$ cat src/rtl/exu_issue_sched_pkg.sv
// Shared scheduler types: writeback source, DIV sequencer states and
// the per-slot writeback reservation entry.
package cpu_consts;

  localparam int unsigned MUL_LAT_DEFAULT = 3;
  localparam int unsigned REG_W           = 5;

  typedef enum logic [1:0] {
    WB_NONE = 2'd0,
    WB_ALU  = 2'd1,
    WB_MUL  = 2'd2,
    WB_DIV  = 2'd3
  } wb_src_t;

  typedef enum logic [1:0] {
    D_IDLE = 2'd0,
    D_BUSY = 2'd1,
    D_WB   = 2'd2
  } div_state_t;

  typedef struct packed {
    logic             v;
    logic             wr;
    wb_src_t          sel;
    logic [REG_W-1:0] rd;
  } resv_t;

endpackage

$ cat src/rtl/exu_scoreboard.sv
// Destination-register scoreboard: one pending bit per architectural
// register, set at issue and cleared at writeback; x0 is never tracked.
module exu_scoreboard
  import cpu_consts::*;
#(
  parameter int unsigned NREG = 32
) (
  input  logic             clk,
  input  logic             resetn,
  input  logic             set_en_i,
  input  logic [REG_W-1:0] set_rd_i,
  input  logic             clr_en_i,
  input  logic [REG_W-1:0] clr_rd_i,
  input  logic [REG_W-1:0] rs1_i,
  input  logic [REG_W-1:0] rs2_i,
  input  logic [REG_W-1:0] rd_i,
  input  logic             rd_chk_i,
  output logic             hit_o,
  output logic             empty_o
);

  logic [NREG-1:0] sb_q, sb_d;

  always_comb begin
    sb_d = sb_q;
    if (clr_en_i) sb_d[clr_rd_i] = 1'b0;
    if (set_en_i) sb_d[set_rd_i] = 1'b1;
    sb_d[0] = 1'b0;
  end

  always_ff @(posedge clk or negedge resetn) begin
    if (!resetn) sb_q <= '0;
    else         sb_q <= sb_d;
  end

  assign hit_o = ((rs1_i != '0) && sb_q[rs1_i]) ||
                 ((rs2_i != '0) && sb_q[rs2_i]) ||
                 (rd_chk_i && (rd_i != '0) && sb_q[rd_i]);
  assign empty_o = ~|sb_q;

endmodule

$ cat src/rtl/exu_issue_sched.sv
// In-order single-issue scheduler for ALU / pipelined MUL / iterative DIV with
// a shared writeback slot. Define EXU_SCHED_PERF_EN to add stall counters.
module exu_issue_sched
  import cpu_consts::*;
#(
  parameter int unsigned MUL_LAT = MUL_LAT_DEFAULT,
  parameter int unsigned NREG    = 32
) (
  input  logic             clk,
  input  logic             resetn,
  input  logic             flush_i,
  input  logic             dec_valid_i,
  output logic             dec_ready_o,
  input  logic             dec_alu_i,
  input  logic             dec_mul_i,
  input  logic             dec_div_i,
  input  logic             dec_rf_wr_en_i,
  input  logic [REG_W-1:0] dec_rd_i,
  input  logic [REG_W-1:0] dec_rs1_i,
  input  logic [REG_W-1:0] dec_rs2_i,
  input  logic             dec_exc_valid_i,
  output logic             alu_issue_o,
  output logic             mul_issue_o,
  output logic             div_start_o,
  input  logic             div_done_i,
  output logic             div_ack_o,
  output logic             wb_valid_o,
  output logic [1:0]       wb_sel_o,
  output logic [REG_W-1:0] wb_rd_o,
`ifdef EXU_SCHED_PERF_EN
  output logic [31:0]      stall_raw_cnt_o,
  output logic [31:0]      stall_slot_cnt_o,
  output logic [31:0]      stall_div_cnt_o,
`endif
  output logic             exc_valid_o
);

  // resv_q[k] holds the writeback due k-1 cycles from now; resv_q[1] is this cycle's slot.
  resv_t [MUL_LAT:1] resv_q, resv_d;
  div_state_t        div_state_q, div_state_d;
  logic [REG_W-1:0]  div_rd_q;
  logic              div_wr_q;
  logic              exc_valid_q;

  logic sb_hit, sb_empty;
  logic raw_stall, slot_stall, div_stall, exc_stall;
  logic accept, unit_op;

  assign unit_op = ~dec_exc_valid_i & (dec_alu_i | dec_mul_i | dec_div_i);

  exu_scoreboard #(.NREG(NREG)) u_sb (
    .clk      (clk),
    .resetn   (resetn),
    .set_en_i (accept & unit_op & dec_rf_wr_en_i),
    .set_rd_i (dec_rd_i),
    .clr_en_i (wb_valid_o),
    .clr_rd_i (wb_rd_o),
    .rs1_i    (dec_rs1_i),
    .rs2_i    (dec_rs2_i),
    .rd_i     (dec_rd_i),
    .rd_chk_i (dec_rf_wr_en_i),
    .hit_o    (sb_hit),
    .empty_o  (sb_empty)
  );

  // An ALU op lands in resv_d[1], which is fed by resv_q[2]; a MUL always
  // lands in the top slot, which the shift leaves empty.
  assign raw_stall  = sb_hit;
  assign slot_stall = ~dec_exc_valid_i & dec_alu_i & resv_q[2].v;
  assign div_stall  = ~dec_exc_valid_i & dec_div_i & (div_state_q != D_IDLE);
  assign exc_stall  = dec_exc_valid_i & (~sb_empty | (|resv_q));

  assign dec_ready_o = ~flush_i & ~(raw_stall | slot_stall | div_stall | exc_stall);
  assign accept      = dec_valid_i & dec_ready_o;

  assign alu_issue_o = accept & ~dec_exc_valid_i & dec_alu_i;
  assign mul_issue_o = accept & ~dec_exc_valid_i & dec_mul_i;
  assign div_start_o = accept & ~dec_exc_valid_i & dec_div_i;
  assign exc_valid_o = exc_valid_q;

  always_comb begin
    resv_t ent;
    resv_d = resv_q >> $bits(resv_t);
    ent    = '{v: 1'b1, wr: dec_rf_wr_en_i, sel: WB_ALU, rd: dec_rd_i};
    if (alu_issue_o) resv_d[1] = ent;
    if (mul_issue_o) begin
      ent.sel         = WB_MUL;
      resv_d[MUL_LAT] = ent;
    end
  end

  always_comb begin
    div_state_d = div_state_q;
    div_ack_o   = 1'b0;
    wb_valid_o  = 1'b0;
    wb_sel_o    = WB_NONE;
    wb_rd_o     = '0;
    if (resv_q[1].v && resv_q[1].wr) begin
      wb_valid_o = 1'b1;
      wb_sel_o   = resv_q[1].sel;
      wb_rd_o    = resv_q[1].rd;
    end
    case (div_state_q)
      D_IDLE: if (div_start_o) div_state_d = D_BUSY;
      D_BUSY: if (div_done_i)  div_state_d = D_WB;
      D_WB: begin
        // A claimed slot, even one without a register write, keeps DIV waiting.
        if (!resv_q[1].v) begin
          div_ack_o   = 1'b1;
          div_state_d = D_IDLE;
          if (div_wr_q) begin
            wb_valid_o = 1'b1;
            wb_sel_o   = WB_DIV;
            wb_rd_o    = div_rd_q;
          end
        end
      end
      default: div_state_d = D_IDLE;
    endcase
  end

  always_ff @(posedge clk or negedge resetn) begin
    if (!resetn) begin
      resv_q      <= '0;
      div_state_q <= D_IDLE;
      div_rd_q    <= '0;
      div_wr_q    <= 1'b0;
      exc_valid_q <= 1'b0;
    end else begin
      resv_q      <= resv_d;
      div_state_q <= div_state_d;
      exc_valid_q <= accept & dec_exc_valid_i;
      if (div_start_o) begin
        div_rd_q <= dec_rd_i;
        div_wr_q <= dec_rf_wr_en_i;
      end
    end
  end

`ifdef EXU_SCHED_PERF_EN
  logic [31:0] raw_cnt_q, slot_cnt_q, div_cnt_q;
  logic        stall_cyc;

  assign stall_cyc = dec_valid_i & ~dec_ready_o & ~flush_i;

  always_ff @(posedge clk or negedge resetn) begin
    if (!resetn) begin
      raw_cnt_q  <= '0;
      slot_cnt_q <= '0;
      div_cnt_q  <= '0;
    end else if (stall_cyc) begin
      if (raw_stall) begin
        if (raw_cnt_q != '1) raw_cnt_q <= raw_cnt_q + 32'd1;
      end else if (slot_stall) begin
        if (slot_cnt_q != '1) slot_cnt_q <= slot_cnt_q + 32'd1;
      end else if (div_stall) begin
        if (div_cnt_q != '1) div_cnt_q <= div_cnt_q + 32'd1;
      end
    end
  end

  assign stall_raw_cnt_o  = raw_cnt_q;
  assign stall_slot_cnt_o = slot_cnt_q;
  assign stall_div_cnt_o  = div_cnt_q;
`endif

endmodule
$ cat config.mk
export PLATFORM = sky130hd
export DESIGN_NAME = exu_issue_sched
export DESIGN_NICKNAME = d
export VERILOG_FILES = /design/src/rtl/exu_issue_sched_pkg.sv /design/src/rtl/exu_scoreboard.sv /design/src/rtl/exu_issue_sched.sv
export SDC_FILE = /design/constraint.sdc
export NUM_CORES = 1
export LEC_CHECK = 0
export BUFFER_PORTS_ARGS = -buffer_cell sky130_fd_sc_hd__clkbuf_2
export CORE_ASPECT_RATIO = 0.9
export CORE_MARGIN = 2
export CORE_UTILIZATION = 66
export CTS_BUF_LIST = sky130_fd_sc_hd__clkbuf_4
export CTS_CLUSTER_DIAMETER = 60
export DETAILED_ROUTE_END_ITERATION = 7
export PLACE_DENSITY_LB_ADDON = 0.15
export SETUP_SLACK_MARGIN = 0.3
export SLEW_MARGIN = 15
export SYNTH_ARGS = -nofsm -noshare
export SYNTH_HDL_FRONTEND = slang
export SYNTH_SLANG_ARGS = --single-unit
$ cat constraint.sdc
create_clock -name clk -period 8.2 [get_ports clk]
set_input_delay 1.23 -clock clk [delete_from_list [all_inputs] [get_ports clk]]
set_output_delay 1.23 -clock clk [all_outputs]
set_load 0.02 [all_outputs]
==> impl_metrics.toml, run 1 <==
[run_status]
status = "finished, final reports clean"

[floorplanning]
start_util_pct = 67.7
die_area_um2 = 6360
rows = 26
core_um2 = 5600
die_w_um = 83.8
fp.dieH_um = 75.9
pin_count = 39

[timing]
setup_viol = 0
tns_ns = 0
fin_hold_ws_ns = 0.384
fmax_mhz = 191
timing.final.crit_share_pct = 63.8
skew_ns = 0.0128
fin_crit_ns = 5.23
maxSlewHeadroom_pct = 41.8
drv_slew = 0
tightest_slew_ns = 0.872
hold_viol_final = 0
rsz0062_at_grt = "false"

[synth]
async_reset_ff_share_pct = 100
syn_avg_cell_area_um2 = 9.59
ys_ff_latch = 63
syn_inst = 395
synth_edf_count = 0
synth_ff_type = "dfrtp_1"
syn-cell-area_um2 = 3790
synth-seq-area-share_pct = 41.6
synth.distinct_cells = 49
syn_nets = 420
ys_warn_count = 0

[clock_tree]
cts_buffer_depth = 2
cts_tree = "built"
path_clk_slew_ns = 0.11
clk_latency_ns = 0.43
h-tree-depth = 3
cts_root_buf = "clkbuf_4"
cts_resized = 0
postCtsSetupBuffers = 0
cts_buffers = 9
numClockSinks = 63
cts_hold_buf = 0

[detailed_routing]
dr_total_vias = 3494
routedWlPerCell_um = 21.8
drc_errors = 0
drtIter0Drc = 488
firstDrtPassIters = 7
ant_nets = 0
drt-total-wl_um = 10900
viasPerCell = 7.00

[finish]
final_cell_mix = "63 x dfrtp_1, 60 x o21ai_0, 38 x mux2i_1, 38 x clkbuf_2, 35 x nand3_1"
final_util_pct = 72.6
insertedDiodeCount = 0
final_nets = 449
final_common_cell = "dfrtp_1"
final_cell_count_no_fill = 499
syn2layout_area_growth_pct = 7.34
drive_gt1_share_pct = 18.2

[run]
maxCapViolations = 0

[worst_setup_path]
crit_type = "input pin to output port"
startpoint_type = "input pin"
required_ns = 6.97
critPathMaxStageDelay_ns = 0.77
cpMostUsedCell = "clkbuf_2"
cp.arrival_ns = 4.00
cp_cell_sequence = "clkbuf_2 -> mux2i_1 -> o22ai_1 -> o211ai_1 -> o21ai_1 -> or4_4 -> or4_1 -> inv_1 -> clkbuf_2"
endpoint_kind = "output port"
worstPathMaxFanout = 20
crit_slowest_cell = "or4_1"

[pwr]
ir_worst_vdd_uv = 137
leakagePower_nw = 1.74
power.total_uw = 561
pwr-share-seq_pct = 56.1
p_per_area_nw_per_um2 = 138
p_comb_share_pct = 11.1
clock_power_share_pct = 32.8
switchingPower_uw = 165
p_int_uw = 396
p_sw_share_pct = 29.4

[placed_design]
port-buffer-count = 38
numPlacedInstances = 483
dp_hpwl_um = 7860
place.gp.congestion = 0.896

[global_route]
grt_usage_pct = 35.3
grt_overflow = 0
grt_max_degree = 64
antenna_found_initial = 0
grt_pass1_vias = 3228
grt_pass1_wl_um = 16900

[min_path]
hp-class = "flip-flop to flip-flop"
-- routing by layer --
layer | part of all wire [%] | global-route usage [%] | routed length [µm] | vias up
li1 | - | - | - | 1565
met1 | 42 | 49.4 | 4570 | 1664
met2 | 44 | 54.1 | 4750 | 229
met3 | 11 | 8.78 | 1240 | 36
met4 | 2.8 | 13.4 | 303 | 0
met5 | 0 | 0 | 0 | -
-- registers in the layout (all words and copies together), names as in the netlist --
| register | flops |
|---|---|
| resv_q | 16 |
| div_wr_q | 1 |
| exc_valid_o | 1 |
| div_state_q | 2 |
| u_sb.sb_q | 31 |
| div_rd_q | 5 |
| resv_d | 7 |
-- final timing paths --
kind,start,end,slack [ns],cells after the start
hold reg to reg,resv_d[10]$_DFF_PN0_,resv_q[10]$_DFF_PN0_,0.38,0
max in group asynchronous,resetn,u_sb.sb_q[2]$_DFF_PN0_,6.72,2
setup / recovery,dec_rd_i[0],alu_issue_o,2.97,9
setup reg to reg,u_sb.sb_q[27]$_DFF_PN0_,resv_q[4]$_DFF_PN0_,5.07,7
hold / removal,resv_d[10]$_DFF_PN0_,resv_q[10]$_DFF_PN0_,0.38,0
min in group asynchronous,resetn,div_state_q[1]$_DFFE_PN0P_,0.94,2
-- kinds of logic after synthesis --
family	Yosys count	share of synthesized area, %
multiplexers	54	16.9
buffers and inverters	36	4.99
AND/OR/NAND/NOR	135	19.4
flip-flops	63	41.6
AO/OA/AOI/OAI	107	17.1
-- Yosys cell counts, types with 3 or more instances --
cell type | n | area (µm²)
dfrtp_1 | 63 | 1580
o21ai_0 | 60 | 300
mux2i_1 | 38 | 380
nand3_1 | 35 | 175
nand2_1 | 24 | 90.1
nor4_1 | 16 | 100
inv_1 | 14 | 52.6
mux2_4 | 12 | 180
nor3_1 | 12 | 60.1
nor2_1 | 10 | 37.5
a21oi_1 | 9 | 45.0
clkbuf_1 | 9 | 33.8
a22oi_1 | 8 | 60.1
nor2b_1 | 8 | 50.1
o41ai_1 | 8 | 70.1
buf_2 | 7 | 35.0
buf_6 | 6 | 67.6
o22ai_1 | 5 | 31.3
nand4_1 | 4 | 25.0
and2_1 | 3 | 18.8
mux4_2 | 3 | 67.6
nand2b_1 | 3 | 18.8
nand4b_1 | 3 | 26.3
or4_1 | 3 | 22.5
-- stage by stage --
stage	worst slack (ns)	instance area, µm²
after global placement	3.09	3940
after CTS	3.01	4060
after floorplan	3.46	3790
after detailed placement	3.01	3940
final	2.97	4060
after global routing	2.84	4060
-- critical path: cells and delay by family --
family,cells,cell delay [ns]
AOI/OAI and AO/OA,3,0.41
buffers and inverters,3,0.81
muxes,1,0.24
and+or+nand+nor,2,1.30
-- power by group through the flow --
stage | combinational (mW) | clock [mW] | sequential, mW
floorplan | 0.0387 | 0 | 0.320
global placement | 0.0596 | 0 | 0.320
detailed placement | 0.0607 | 0 | 0.320
CTS | 0.0610 | 0.184 | 0.315
global route | 0.0677 | 0.200 | 0.315
finish | 0.0623 | 0.184 | 0.315
-- layout make-up --
type                            count  area, µm²
Timing Repair Buffer               40        205
Multi-Input combinational cell    296       2030
Inverter                           14       52.6
Clock buffer                        9       67.6
Fill cell                         451       1530
Sequential cell                    63       1580
Tap cell                           70       87.6
Clock inverter                      7       46.3
Power figures use the tool's default switching activity.
==> run 2, diff against run 1 <==
ABC_AREA = 1   (was default)
CORE_UTILIZATION = 62   (was 66)
clock period = 5.2 ns   (was 8.2 ns; I/O delays follow)
==> run 2 against run 1 <==
- setup slack lost 1.5 ns
- count of clock-buffer cells in the layout is the same
- utilization decreased by 3.3 points
- critical path depth up 9
- highest routed layer unchanged
- design area is 12% higher
- first-iteration DRC count decreased by 14%
- combinational power up 120%
- total power increased by 92%
- sequential share of layout area shrank 4.3 points
- sequential power is 60% higher
==> impl_metrics.toml, run 2 <==
[global_route]
antenna_found_initial = 0
grt_pass1_vias = 4200
grt_pass1_wl_um = 21000
grt_max_degree = 64
grt_usage_pct = 36.2
grt_overflow = 0

[clock_tree]
postCtsSetupBuffers = 0
h-tree-depth = 3
cts_root_buf = "clkbuf_4"
path_clk_slew_ns = 0.12
cts_buffers = 9
cts_hold_buf = 0
cts_buffer_depth = 2
cts_resized = 0
numClockSinks = 63
cts_tree = "built"
clk_latency_ns = 0.43

[synth]
synth.most_common_cell = "nand2_1"
async_reset_ff_share_pct = 100
syn_inst = 656
ys_ff_latch = 63
yosys.area.top_type = "dfrtp_1"
synth_top_area_share_pct = 37.4
synth_ff_type = "dfrtp_1"
synth_edf_count = 0
synth_area_leaders = "dfrtp_1 37%, nand2_1 23%, nor2_1 7.8%"
syn_avg_cell_area_um2 = 6.42
synth.distinct_cells = 27
synth_common_cells = "263 x nand2_1, 87 x nor2_1, 63 x dfrtp_1, 62 x inv_1, 55 x nand3_1"
syn-cell-area_um2 = 4210
syn_nets = 681
ys_warn_count = 0
synth-seq-area-share_pct = 37.4

[worst_setup_path]
endpoint_kind = "output port"
startpoint_type = "input pin"
worstPathMaxFanout = 22
crit_type = "input pin to output port"
cp.arrival_ns = 2.93
required_ns = 4.42
cpMostUsedCell = "nand2_1"
crit_slowest_cell = "clkbuf_2"
cp_cell_sequence = "clkbuf_2 -> inv_2 -> nand2_1 -> nand2_1 -> nand2_1 -> nand2_1 -> nand2_1 -> nand2_1 -> nor2_1 -> nand2_1 -> nand2_1 -> nand2_1 -> inv_2 -> nand3_2 -> nor2_4 -> nand2_2 -> inv_1 -> clkbuf_2"
critPathMaxStageDelay_ns = 0.35

[detailed_routing]
drtIter0Drc = 421
viasPerCell = 5.70
firstDrtPassIters = 5
met2RoutedLength_um = 5510
ant_nets = 0
dr_total_vias = 4449
routedWlPerCell_um = 16.1
drc_errors = 0
top_layer = "met4"
wl_met1_um = 5490
met3_length_um = 1320
drt-total-wl_um = 12600

[finish]
final_common_cell = "nand2_1"
largest_reg_flops = 31
regMostFlops = "u_sb.sb_q"
final_nets = 710
fin_area_um2 = 4570
drive_gt1_share_pct = 12.8
insertedDiodeCount = 0
syn2layout_area_growth_pct = 8.43
final_cell_mix = "263 x nand2_1, 87 x nor2_1, 63 x dfrtp_1"
fill_cells = 608

[timing]
maxSlewHeadroom_pct = 34.9
rsz0062_at_grt = "false"
timing.final.crit_share_pct = 71.4
fin_crit_ns = 3.71
drv_slew = 0
fin_hold_ws_ns = 0.382
fmax_mhz = 269
tightest_slew_ns = 0.975
hold_viol_final = 0
skew_ns = 0.0220
tns_ns = 0
setup_viol = 0

[pwr]
ir_worst_vdd_uv = 232
leakagePower_nw = 2.32
power.total_mw = 1.08
p_per_area_nw_per_um2 = 236

[min_path]
hp-class = "flip-flop to flip-flop"

[floorplanning]
core_um2 = 6590
pin_count = 39
fp.dieH_um = 82.2
rows = 28
start_util_pct = 64.0
die_area_um2 = 7470
die_w_um = 90.9

[placed_design]
place.gp.congestion = 0.943
dp_hpwl_um = 9220
port-buffer-count = 38
dpl_cell_area_um2 = 4380

[run]
maxCapViolations = 0

[run_status]
status = "finished, final reports clean"
==> run 2: cell count changes after synthesis, moves of 7 or more <==
cell / before / now
nor2b_1: 8 / 0
nand2_1: 24 / 263
nor4_1: 16 / 0
mux2_4: 12 / 0
o41ai_1: 8 / 0
inv_1: 14 / 62
nor2_1: 10 / 87
mux2i_1: 38 / 0
o21ai_1: 1 / 8
nand3_1: 35 / 55
a22oi_1: 8 / 0
o21ai_0: 60 / 39
nand3_2: 0 / 22
==> run 2: layer usage <==
metal  GRT usage, %  vias to the layer above
met5              0                        -
met3           6.26                       25
met2           56.1                      270
li1               -                     2111
met4           11.7                        0
met1           52.5                     2043
==> run 2: area by class of cell <==
cell class                 instances  area, µm²  area share (%)
multi-input combinational        503       2230            48.9
sequential                        63       1580            34.5
inverter                          69        262            5.72
timing repair buffer              39        198            4.33
clock inverter                     7        118            2.57
tap                               90        113            2.47
clock buffer                       9       67.6            1.48
==> run 2: final timing paths <==
check                                        startpoint                       to  slack [ns]  cells after the start
worst max-delay path                        dec_rd_i[0]              mul_issue_o        1.49                     18
worst min-delay path               resv_d[11]$_DFF_PN0_     resv_q[11]$_DFF_PN0_        0.38                      0
worst max register to register  u_sb.sb_q[14]$_DFF_PN0_  u_sb.sb_q[23]$_DFF_PN0_        2.44                     13
worst min register to register     resv_d[11]$_DFF_PN0_     resv_q[11]$_DFF_PN0_        0.38                      0
max in group asynchronous                        resetn   u_sb.sb_q[9]$_DFF_PN0_        4.15                      2
min in group asynchronous                        resetn  div_rd_q[4]$_DFFE_PN0P_        0.50                      2
==> run 2: cell families after synthesis <==
group                  count (synthesis)  synth area share (%)
buffers and inverters                 90                  9.53
AND/OR/NAND/NOR                      445                  45.7
AO/OA/AOI/OAI                         58                  7.31
flip-flops                            63                  37.4
==> run 2: critical path, delay by kind of cell <==
| family | cells | cell delay, ns |
|---|---|---|
| buffers and inverters | 5 | 0.90 |
| AND/OR/NAND/NOR | 13 | 1.24 |
==> run 2: power breakdown <==
group          switching [mW]  internal (mW)
clock                   0.194          0.245
combinational          0.0963         0.0381
sequential            0.00583          0.499
==> run 2: metrics by stage <==
stage	instances	worst slack, ns	util [%]
floorplan	656	2.07	-
global placement	764	1.61	66.5
detailed placement	764	1.55	66.5
CTS	780	1.53	69.4
global route	780	1.16	69.4
finish	780	1.49	69.4
